`src/rtl/tdm_demux_1_4.sv`:
```
// Receive-side 1:4 TDM demultiplexer: tracks the slot position from frame_sync,
// collects one frame into shadow registers and updates y0..y3 together once per frame.
//
// state | meaning
// HUNT  | unsynchronised; waiting for an en sample with frame_sync=1
// RUN   | locked; slot counter gives the index of the next sample
module tdm_demux_1_4 #(
  parameter int WIDTH = 1
) (
  input  logic             clk,
  input  logic             rst_n,
  input  logic [WIDTH-1:0] din,
  input  logic             en,
  input  logic             frame_sync,
  output logic [WIDTH-1:0] y0,
  output logic [WIDTH-1:0] y1,
  output logic [WIDTH-1:0] y2,
  output logic [WIDTH-1:0] y3,
  output logic             s1,
  output logic             s0,
  output logic             frame_valid,
  output logic             sync_err
);

  typedef enum logic {HUNT, RUN} state_t;

  state_t           state_q, state_d;
  logic [1:0]       slot_q, slot_d;
  logic [WIDTH-1:0] sh0_q, sh1_q, sh2_q, sh0_d, sh1_d, sh2_d;
  logic [WIDTH-1:0] y0_q, y1_q, y2_q, y3_q, y0_d, y1_d, y2_d, y3_d;
  logic             fv_q, fv_d, se_q, se_d;

  always_ff @(posedge clk) begin
    if (!rst_n) begin
      state_q <= HUNT;
      slot_q  <= 2'd0;
      sh0_q   <= '0;
      sh1_q   <= '0;
      sh2_q   <= '0;
      y0_q    <= '0;
      y1_q    <= '0;
      y2_q    <= '0;
      y3_q    <= '0;
      fv_q    <= 1'b0;
      se_q    <= 1'b0;
    end else begin
      state_q <= state_d;
      slot_q  <= slot_d;
      sh0_q   <= sh0_d;
      sh1_q   <= sh1_d;
      sh2_q   <= sh2_d;
      y0_q    <= y0_d;
      y1_q    <= y1_d;
      y2_q    <= y2_d;
      y3_q    <= y3_d;
      fv_q    <= fv_d;
      se_q    <= se_d;
    end
  end

  always_comb begin
    state_d = state_q;
    slot_d  = slot_q;
    sh0_d   = sh0_q;
    sh1_d   = sh1_q;
    sh2_d   = sh2_q;
    y0_d    = y0_q;
    y1_d    = y1_q;
    y2_d    = y2_q;
    y3_d    = y3_q;
    fv_d    = 1'b0;
    se_d    = 1'b0;
    if (en) begin
      case (state_q)
        HUNT: begin
          if (frame_sync) begin
            sh0_d   = din;
            slot_d  = 2'd1;
            state_d = RUN;
          end
        end
        RUN: begin
          if (frame_sync) begin
            // a sync mid-frame restarts the frame; the partial frame is dropped
            se_d   = (slot_q != 2'd0);
            sh0_d  = din;
            slot_d = 2'd1;
          end else begin
            case (slot_q)
              2'd0: begin
                se_d    = 1'b1;
                state_d = HUNT;
              end
              2'd1: begin
                sh1_d  = din;
                slot_d = 2'd2;
              end
              2'd2: begin
                sh2_d  = din;
                slot_d = 2'd3;
              end
              default: begin
                y0_d   = sh0_q;
                y1_d   = sh1_q;
                y2_d   = sh2_q;
                y3_d   = din;
                fv_d   = 1'b1;
                slot_d = 2'd0;
              end
            endcase
          end
        end
        default: state_d = HUNT;
      endcase
    end
  end

  assign y0          = y0_q;
  assign y1          = y1_q;
  assign y2          = y2_q;
  assign y3          = y3_q;
  assign s1          = slot_q[1];
  assign s0          = slot_q[0];
  assign frame_valid = fv_q;
  assign sync_err    = se_q;

endmodule

```
`config.mk`:
```
export PLATFORM = sky130hd
export DESIGN_NAME = tdm_demux_1_4
export DESIGN_NICKNAME = d
export VERILOG_FILES = /design/src/rtl/tdm_demux_1_4.sv
export SDC_FILE = /design/constraint.sdc
export NUM_CORES = 1
export LEC_CHECK = 0
export ABC_AREA = 1
export BUFFER_PORTS_ARGS = -buffer_cell sky130_fd_sc_hd__buf_2
export CORE_AREA = 2 2 39 41
export DETAILED_ROUTE_END_ITERATION = 10
export DIE_AREA = 0 0 41 43
export PLACE_DENSITY = 0.69
export SLEW_MARGIN = 5
export SYNTH_ARGS = -nofsm -noshare
export SYNTH_HDL_FRONTEND = slang
export SYNTH_SLANG_ARGS = --single-unit
```
`constraint.sdc`:
```
create_clock -name clk -period 2.9 [get_ports clk]
set_input_delay 0.29 -clock clk [delete_from_list [all_inputs] [get_ports clk]]
set_output_delay 0.29 -clock clk [all_outputs]
set_load 0.05 [all_outputs]
```
# ---- Word level (Yosys, flattened, before mapping)
# Index checks and enable logic that the tools add are counted.
dict set report op_classes {
  add_sub_neg 0
  multipliers 0
  div_mod_pow 0
  order_cmp 0
  n_eq_ne 4
  n_shift 0
  mux 12
  bitwise 5
  reduce_logical 10
}
# cell n
set ops {}
lappend ops {{$reduce_and A4 Y1} 3}
lappend ops {{$mux W1} 7}
lappend ops {{$pmux W2 S3} 1}
lappend ops {{$reduce_and A3 Y1} 2}
lappend ops {{$not A1 Y1} 5}
lappend ops {{$mux W2} 2}
lappend ops {{$pmux W2 S2} 1}
lappend ops {{$reduce_or A4 Y1} 1}
lappend ops {{$ne A3 B3 Y1 const B} 1}
lappend ops {{$reduce_or A3 Y1} 1}
lappend ops {{$eq A2 B1 Y1 const B} 1}
lappend ops {{$eq A2 B2 Y1 const B} 1}
lappend ops {{$logic_not A2 Y1} 1}
lappend ops {{$ne A2 B2 Y1 const B} 1}
lappend ops {{$pmux W1 S2} 1}
lappend ops {{$reduce_and A2 Y1} 1}
lappend ops {{$reduce_bool A2 Y1} 1}
dict set report totals {
  register_bits 12
  latchBits 0
  ramBits 0
  mem_bits_ro 0
  in_bits 5
  out_inout_bits 8
  elab_cells 42
  memories 0
}

# ---- Logic depth before layout (Yosys ltp)
# Gate-level depths: netlist of the first run.
dict set report depth {
  depth_word 4
  ltp_mapped 8
  ltp_nobuf 8
}

# ---- Least setup slack after synthesis of the first run
# No wires, ideal clock.
dict set report synth_timing {
  path_kind {register to register}
  start {register slot_q[1]}
  end {register se_q (netlist: sync_err)}
  setup_time_ps 78
  arrival_time_ps 1435
  required_ps 2822
  slack_ps 1387
  path_stages_with_launch 5
  path_buffers 0
  synth_period_minus_slack_ps 1513
  cell_sequence {dfxtp_1 > inv_1 > ha_1 > ha_1 > nor3_1}
}
dict set report synth_via {
  elab_chain_cells 3
  elab_cells_between_ends 4
  classes_between {mux (2); reduce/logical (2)}
}
# item line
set synth_lines {}
lappend synth_lines {{start, declared} 28} ;# logic [1:0] slot_q, slot_d;
lappend synth_lines {{start signal, assigned} 48} ;# slot_q <= slot_d;
lappend synth_lines {{$logic_not A2 Y1} 89} ;# case (slot_q)
lappend synth_lines {{$mux W1} 89}
lappend synth_lines {{$mux W1 *} 83} ;# if (frame_sync) begin
lappend synth_lines {{end signal, assigned} 45} ;# se_q <= 1'b0;
lappend synth_lines {{end signal, assigned} 57} ;# se_q <= se_d;
lappend synth_lines {{end, declared} 31} ;# logic fv_q, fv_d, se_q, se_d;
# Mark *: on every way between the ends. The rest lies on a longest branch, timed or not.
# A chain may end at the register's enable or synchronous reset.

# ---- Worst setup path in the final report of the first run
dict set report layout_timing {
  start {register slot_q[0]}
  end {output port s0}
}
# item line
set layout_rtl {}
lappend layout_rtl {{end, declared} 20} ;# output logic s0,
# No word-level cell between the ends.

==> metrics.cfg, run 1 <==
[final_layout]
syn2layout_area_growth_pct = 19.82
final_nets = 105
diodes = 0
drive_gt1_share_pct = 21.28

[global_route]
grtUsageMet3_pct = 4.712
use_met1_pct = 12.94
antenna_found_initial = 0
grt_pass1_wl_mm = 1.621
met2_usage_pct = 23.44
grt_use_total_pct = 13.98
grt_start_max_net_pins = 11
grt.busiest_layer = met2
grt_pass1_vias = 443
grt_overflow_total = 0

[clock_network]
clk_latency_ps = 270
clk_pin_slew_ps = 80
cts_tree = done
cts_sinks = 12
clk_path_buf_depth = 2
cts-root-buf = clkbuf_4
post_cts.repair.setup_buffers = 0
postCtsHoldBufs = 0
cts_buffers = 3
cts-resized-gates = 0
ctsHtreeMaxLevel = 1

[synthesis]
avgSynthCellArea_um2 = 7.111
netlist_area_um2 = 561.8
ys_seq_area_share_pct = 42.76
syn_nets = 89
synth.distinct_cells = 14
syn_inst = 79
ys_ff_latch = 12
yosys_warnings = 0

[power]
power_frac_seq_pct = 49.6
power.density_nw_per_um2 = 521.1
p_sw_w = 0.00009108
p_leak_nw = 0.3346
p_int_w = 0.0002597
clkPwrFrac_pct = 37.9
share_comb_of_total_power_pct = 12.6
switching_share_pct = 25.96
vdd_drop_max_mv = 0.2254

[critical_path]
end_kind = primary output
cp_top_family = flip-flops
crit_chain = buf_2
arrival_ps = 970
critPathRequiredTime_ps = 2610
path_class = reg2out
slowest_stage = dfxtp_1
slowest_delay_ps = 400
cp_max_fo = 5
cp-start-kind = register
cp_num_buf_inv = 1

[sta]
rsz0062_at_grt = false
fin_skew_ps = 4.313
setup_viol_count_final = 0
finalMaxSlewViolations = 0
slew_headroom_pct = 83.38
hold_violations = 0
tns_ps = 0
finalCritPeriodShare_pct = 43.30
worst_slew_pin_slew_ps = 251.1
fin_ws_ps = 1644
clock.fmax_mhz = 796.4
min_period_ps = 1256

[drt]
ant_nets = 0
dr.first_iter.drc_count = 5
wl_per_cell_um = 8.773
drc_errors = 0
postRouteWirelength_um = 965
dr.pass1.iters = 2
viasPerCell = 4.427
vias = 487

[floorplan]
placeableCoreArea_um2 = 1384
dieArea_um2 = 1763
die_height_um = 43
io_pins = 13
initial_utilization_pct = 40.60
die_x_um = 41
num_rows = 14

[placement]
globalplace.congestion = 0.8041
dpl_worst_slack_ps = 1655
port_buffers = 12
dp.final_hpwl_um = 779.4

[flow_run]
drv_cap = 0

[outcome]
outcome = complete, no violations

[hold_path]
worst_hold_path_type = in2reg

[path summary, 6_finish.rpt]
check | startpoint | to | slack, ps | cells past startpoint
max | slot_q[0] | s0 | 1640 | 1
max reg2reg | slot_q[1] | sync_err | 1650 | 4
min | rst_n | y0 | 320 | 3
min reg2reg | sh0_q | sh0_q | 460 | 2
[per-layer routing]
layer | wire length [µm] | up-vias
met4 | 22 | 0
met1 | 435 | 202
li1 | - | 269
met2 | 470 | 11
met5 | 0 | -
met3 | 36 | 5
[Yosys cell counts]
cell type  count  area share (%)
nand3_1        2             1.8
nor3_1         2             1.8
inv_2          1            0.67
o21ai_0        1            0.89
nor2_4         1             2.0
a211oi_1       1             1.3
buf_2          1            0.89
ha_1           5              11
nand2_2        2             2.2
dfxtp_1       12              43
nor2_1        19              13
nand2_1       21              14
inv_1          9             6.0
a21oi_1        2             1.8
[registers in the layout, indices dropped and copies added (netlist names)]
register / cells
slot_q: 2
y3: 1
state_q: 1
sh1_q: 1
sh2_q: 1
y2: 1
y0: 1
sync_err: 1
frame_valid: 1
y1: 1
sh0_q: 1
[through the flow]
stage          area, µm²  cells  utilization [%]  total power (W)  hold slack (ps)
2_1_floorplan      561.8     79                -        0.0002094            429.2
3_3_place_gp       636.9    106            46.02        0.0002200            439.2
3_5_place_dp       636.9    106            46.02        0.0002222            459.0
4_1_cts            673.1    110            48.64        0.0003546            318.9
5_1_grt            673.1    110            48.64        0.0003701            327.2
6_report           673.1    110            48.64        0.0003508            316.7
[final cells by class]
cell class	count	area [µm²]
fill	155	710.7
multi-input combinational	56	279.0
sequential	12	240.2
timing repair buffer	12	60.06
inverter	10	37.54
clock buffer	4	36.28
tap	16	20.02
[placed cells by master (no fill, tap or decap)]
cell type	instances
a211oi_1	1
a21oi_1	2
buf_2	12
clkbuf_4	3
clkbuf_8	1
dfxtp_1	12
ha_1	5
inv_1	9
inv_2	1
nand2_1	21
nand2_2	2
nand3_1	2
nor2_1	19
nor2_4	1
nor3_1	2
o21ai_0	1
[logic make-up after synthesis]
logic type | share of synthesized area (%)
compound gates | 4.009
buf+inv | 7.570
flops | 42.76
simple gates | 34.52
fa+ha+maj | 11.14
[power by group through the flow]
stage	Combinational, W	Sequential [W]	Clock, W
3_5_place_dp	0.0000443	0.000178	0
3_3_place_gp	0.0000425	0.000178	0
4_1_cts	0.0000445	0.000174	0.000136
6_report	0.0000440	0.000174	0.000133
2_1_floorplan	0.0000235	0.000186	0
5_1_grt	0.0000501	0.000175	0.000145
Power figures use the tool's default switching activity.
==> inputs of run 2 (changes only) <==
PLACE_DENSITY = 0.71   (was 0.69)
clock period = 1.1 ns   (was 2.9 ns; I/O delays follow)
==> run 2 against run 1 <==
Net effect:
- via count decreased by 0.41%
- clock skew decreased by 3.9 ps
- largest power group unchanged
- non-clock buffer count unchanged
- largest cell class unchanged
- final cell count decreased by 0.91%
- sequential share of layout area decreased by 1.8 points
- combinational power increased to 3.4 times the previous value
- count of clock-buffer cells in the layout decreased by 1
- clock power increased by 98%
==> metrics.cfg, run 2 (synthesis results as in run 1) <==
[clock_network]
clk_latency_ps = 270  ; about the same
clk_path_buf_depth = 2  ; unchanged
cts-resized-gates = 0  ; unchanged
cts_buffers = 3  ; unchanged
ctsHtreeMaxLevel = 1  ; unchanged
cts_sinks = 12  ; unchanged
cts-root-buf = clkbuf_4  ; unchanged
clk_pin_slew_ps = 70  ; was 80 ps
cts_tree = done  ; unchanged
post_cts.repair.setup_buffers = 0  ; unchanged
postCtsHoldBufs = 0  ; unchanged

[floorplan]
initial_utilization_pct = 40.60  ; unchanged
die_x_um = 41  ; unchanged
placeableCoreArea_um2 = 1384  ; unchanged
num_rows = 14  ; unchanged
die_height_um = 43  ; unchanged
dieArea_um2 = 1763  ; unchanged
io_pins = 13  ; unchanged

[final_layout]
layout_commonest_cell = nand2_1  ; unchanged
fin_area_um2 = 735.7  ; was 673.1 µm²
final_cell_mix = nand2_1, nor2_1, buf_2, dfxtp_1, inv_1  ; was nand2_1, nor2_1, dfxtp_1, buf_2, inv_1
final_nets = 105  ; unchanged
diodes = 0  ; unchanged
largest_reg_flops = 2  ; unchanged
syn2layout_area_growth_pct = 30.96  ; was 19.82%
drive_gt1_share_pct = 35.48  ; was 21.28%
final_cells = 109  ; was 110
largest-register = slot_q  ; unchanged
num-fill-cells = 139  ; was 155

[critical_path]
cp-start-kind = register  ; unchanged
reg2reg_depth = 8  ; was 4
critPathRequiredTime_ps = 1270  ; was 2610 ps
slowest_delay_ps = 390  ; was 400 ps
path_class = reg2reg  ; was reg2out
cp_max_fo = 5  ; unchanged
slowest_stage = dfxtp_4  ; was dfxtp_1
arrival_ps = 1220  ; was 970 ps
crit_chain = inv_4 > ha_4 > inv_2 > nand3_2 > nand2_2 > nand2_1 > nand2_1 > nor2_1  ; was buf_2
crit_top_cell = nand2_1
end_kind = register  ; was primary output

[sta]
finalMaxSlewViolations = 0  ; unchanged
clock.fmax_mhz = 950.7
rsz0062_at_grt = true  ; was false
fin_skew_ps = 0.4508  ; was 4.313 ps
slew_headroom_pct = 83.40  ; was 83.38%
finalCritPeriodShare_pct = 95.62
min_period_ps = 1052
worst_slew_pin_slew_ps = 250.7  ; was 251.1 ps
setup_viol_count_final = 0  ; unchanged
hold_violations = 0  ; unchanged
tns_ps = 0  ; unchanged

[drt]
wl_met3_um = 52  ; was 36 µm
viasPerCell = 4.450  ; was 4.427
postRouteWirelength_mm = 1.099  ; was 965 µm
highest_layer = met4  ; unchanged
wl_met1_um = 469  ; was 435 µm
wl_met2_um = 539  ; was 470 µm
drc_errors = 0  ; unchanged
vias = 485  ; was 487
dr.first_iter.drc_count = 1  ; was 5
dr.pass1.iters = 4  ; was 2
ant_nets = 0  ; unchanged
wl_per_cell_um = 10.08  ; was 8.773 µm

[global_route]
grt_pass1_wl_mm = 1.835  ; was 1.621 mm
antenna_found_initial = 0  ; unchanged
grt_use_total_pct = 16.10  ; was 13.98%
grt_overflow_total = 0  ; unchanged
grt_start_max_net_pins = 11  ; unchanged
grt_pass1_vias = 430  ; was 443

[power]
vdd_drop_max_mv = 0.4851  ; was 0.2254 mV
p_leak_nw = 0.3385  ; was 0.3346 nW
power.density_nw_per_um2 = 1192  ; was 521.1 nW/µm²

[placement]
dpl.cell_count = 106  ; unchanged
globalplace.congestion = 0.8421  ; was 0.8041
dp.final_hpwl_um = 848.3  ; was 779.4 µm
postPlaceCellArea_um2 = 689.4  ; was 636.9 µm²
port_buffers = 12  ; unchanged

[hold_path]
worstHoldPathCells = 3  ; unchanged
worst_hold_path_type = in2reg  ; unchanged

[flow_run]
drv_cap = 0  ; unchanged

[outcome]
outcome = complete, no violations  ; unchanged

run 2: cell types whose count changed in the layout (fill, tap and decap cells not counted), moves of 2 or more:
cell | previous run | this run
inv_4 | 0 | 2
inv_1 | 9 | 6
dfxtp_4 | 0 | 2
dfxtp_1 | 12 | 9
ha_1 | 5 | 2
ha_4 | 0 | 3
run 2: final cells by class:
class | count | area (µm²) | area share (%)
multi-input combinational | 56 | 341.6 | 46.43
sequential | 12 | 249.0 | 33.84
tap | 16 | 20.02 | 2.721
clock buffer | 3 | 22.52 | 3.061
inverter | 10 | 42.54 | 5.782
timing repair buffer | 12 | 60.06 | 8.163
run 2: through the flow:
step	util, %	hold slack (ps)	total power [W]	setup slack (ps)
finish	53.16	140.9	0.0008772	48.17
global route	53.16	143.4	0.0009326	-35.40
CTS	51.45	138.0	0.0008769	25.23
detailed placement	49.82	425.1	0.0006131	34.32
global placement	49.82	409.9	0.0006030	47.41
floorplan	-	274.8	0.0005720	-2.701
run 2: routing by layer:
metal / global-route usage [%] / up-vias
met4: 10.00 / 0
li1: - / 269
met2: 23.75 / 12
met1: 18.45 / 199
met3: 6.283 / 5
met5: 0 / -
run 2: critical path, delay by kind of cell (launching register included):
kind	cells	cell delay, ps
adders and majority gates	1	170
buffers and inverters	2	100
DFF	1	390
and+or+nand+nor	5	300
run 2: power by group:
part	internal, W	switching, W	leakage (nW)
Clock	0.000127	0.000137	0.0138
Combinational	0.0000555	0.0000936	0.226
Sequential	0.000447	0.0000176	0.0992
Total	0.000629	0.000248	0.338
run 2: final timing paths:
check        slack, ps        end  startpoint
max                 50  slot_q[0]   slot_q[1]
min                140  slot_q[1]       rst_n
max reg2reg         50  slot_q[0]   slot_q[1]
min reg2reg        460      sh0_q       sh0_q
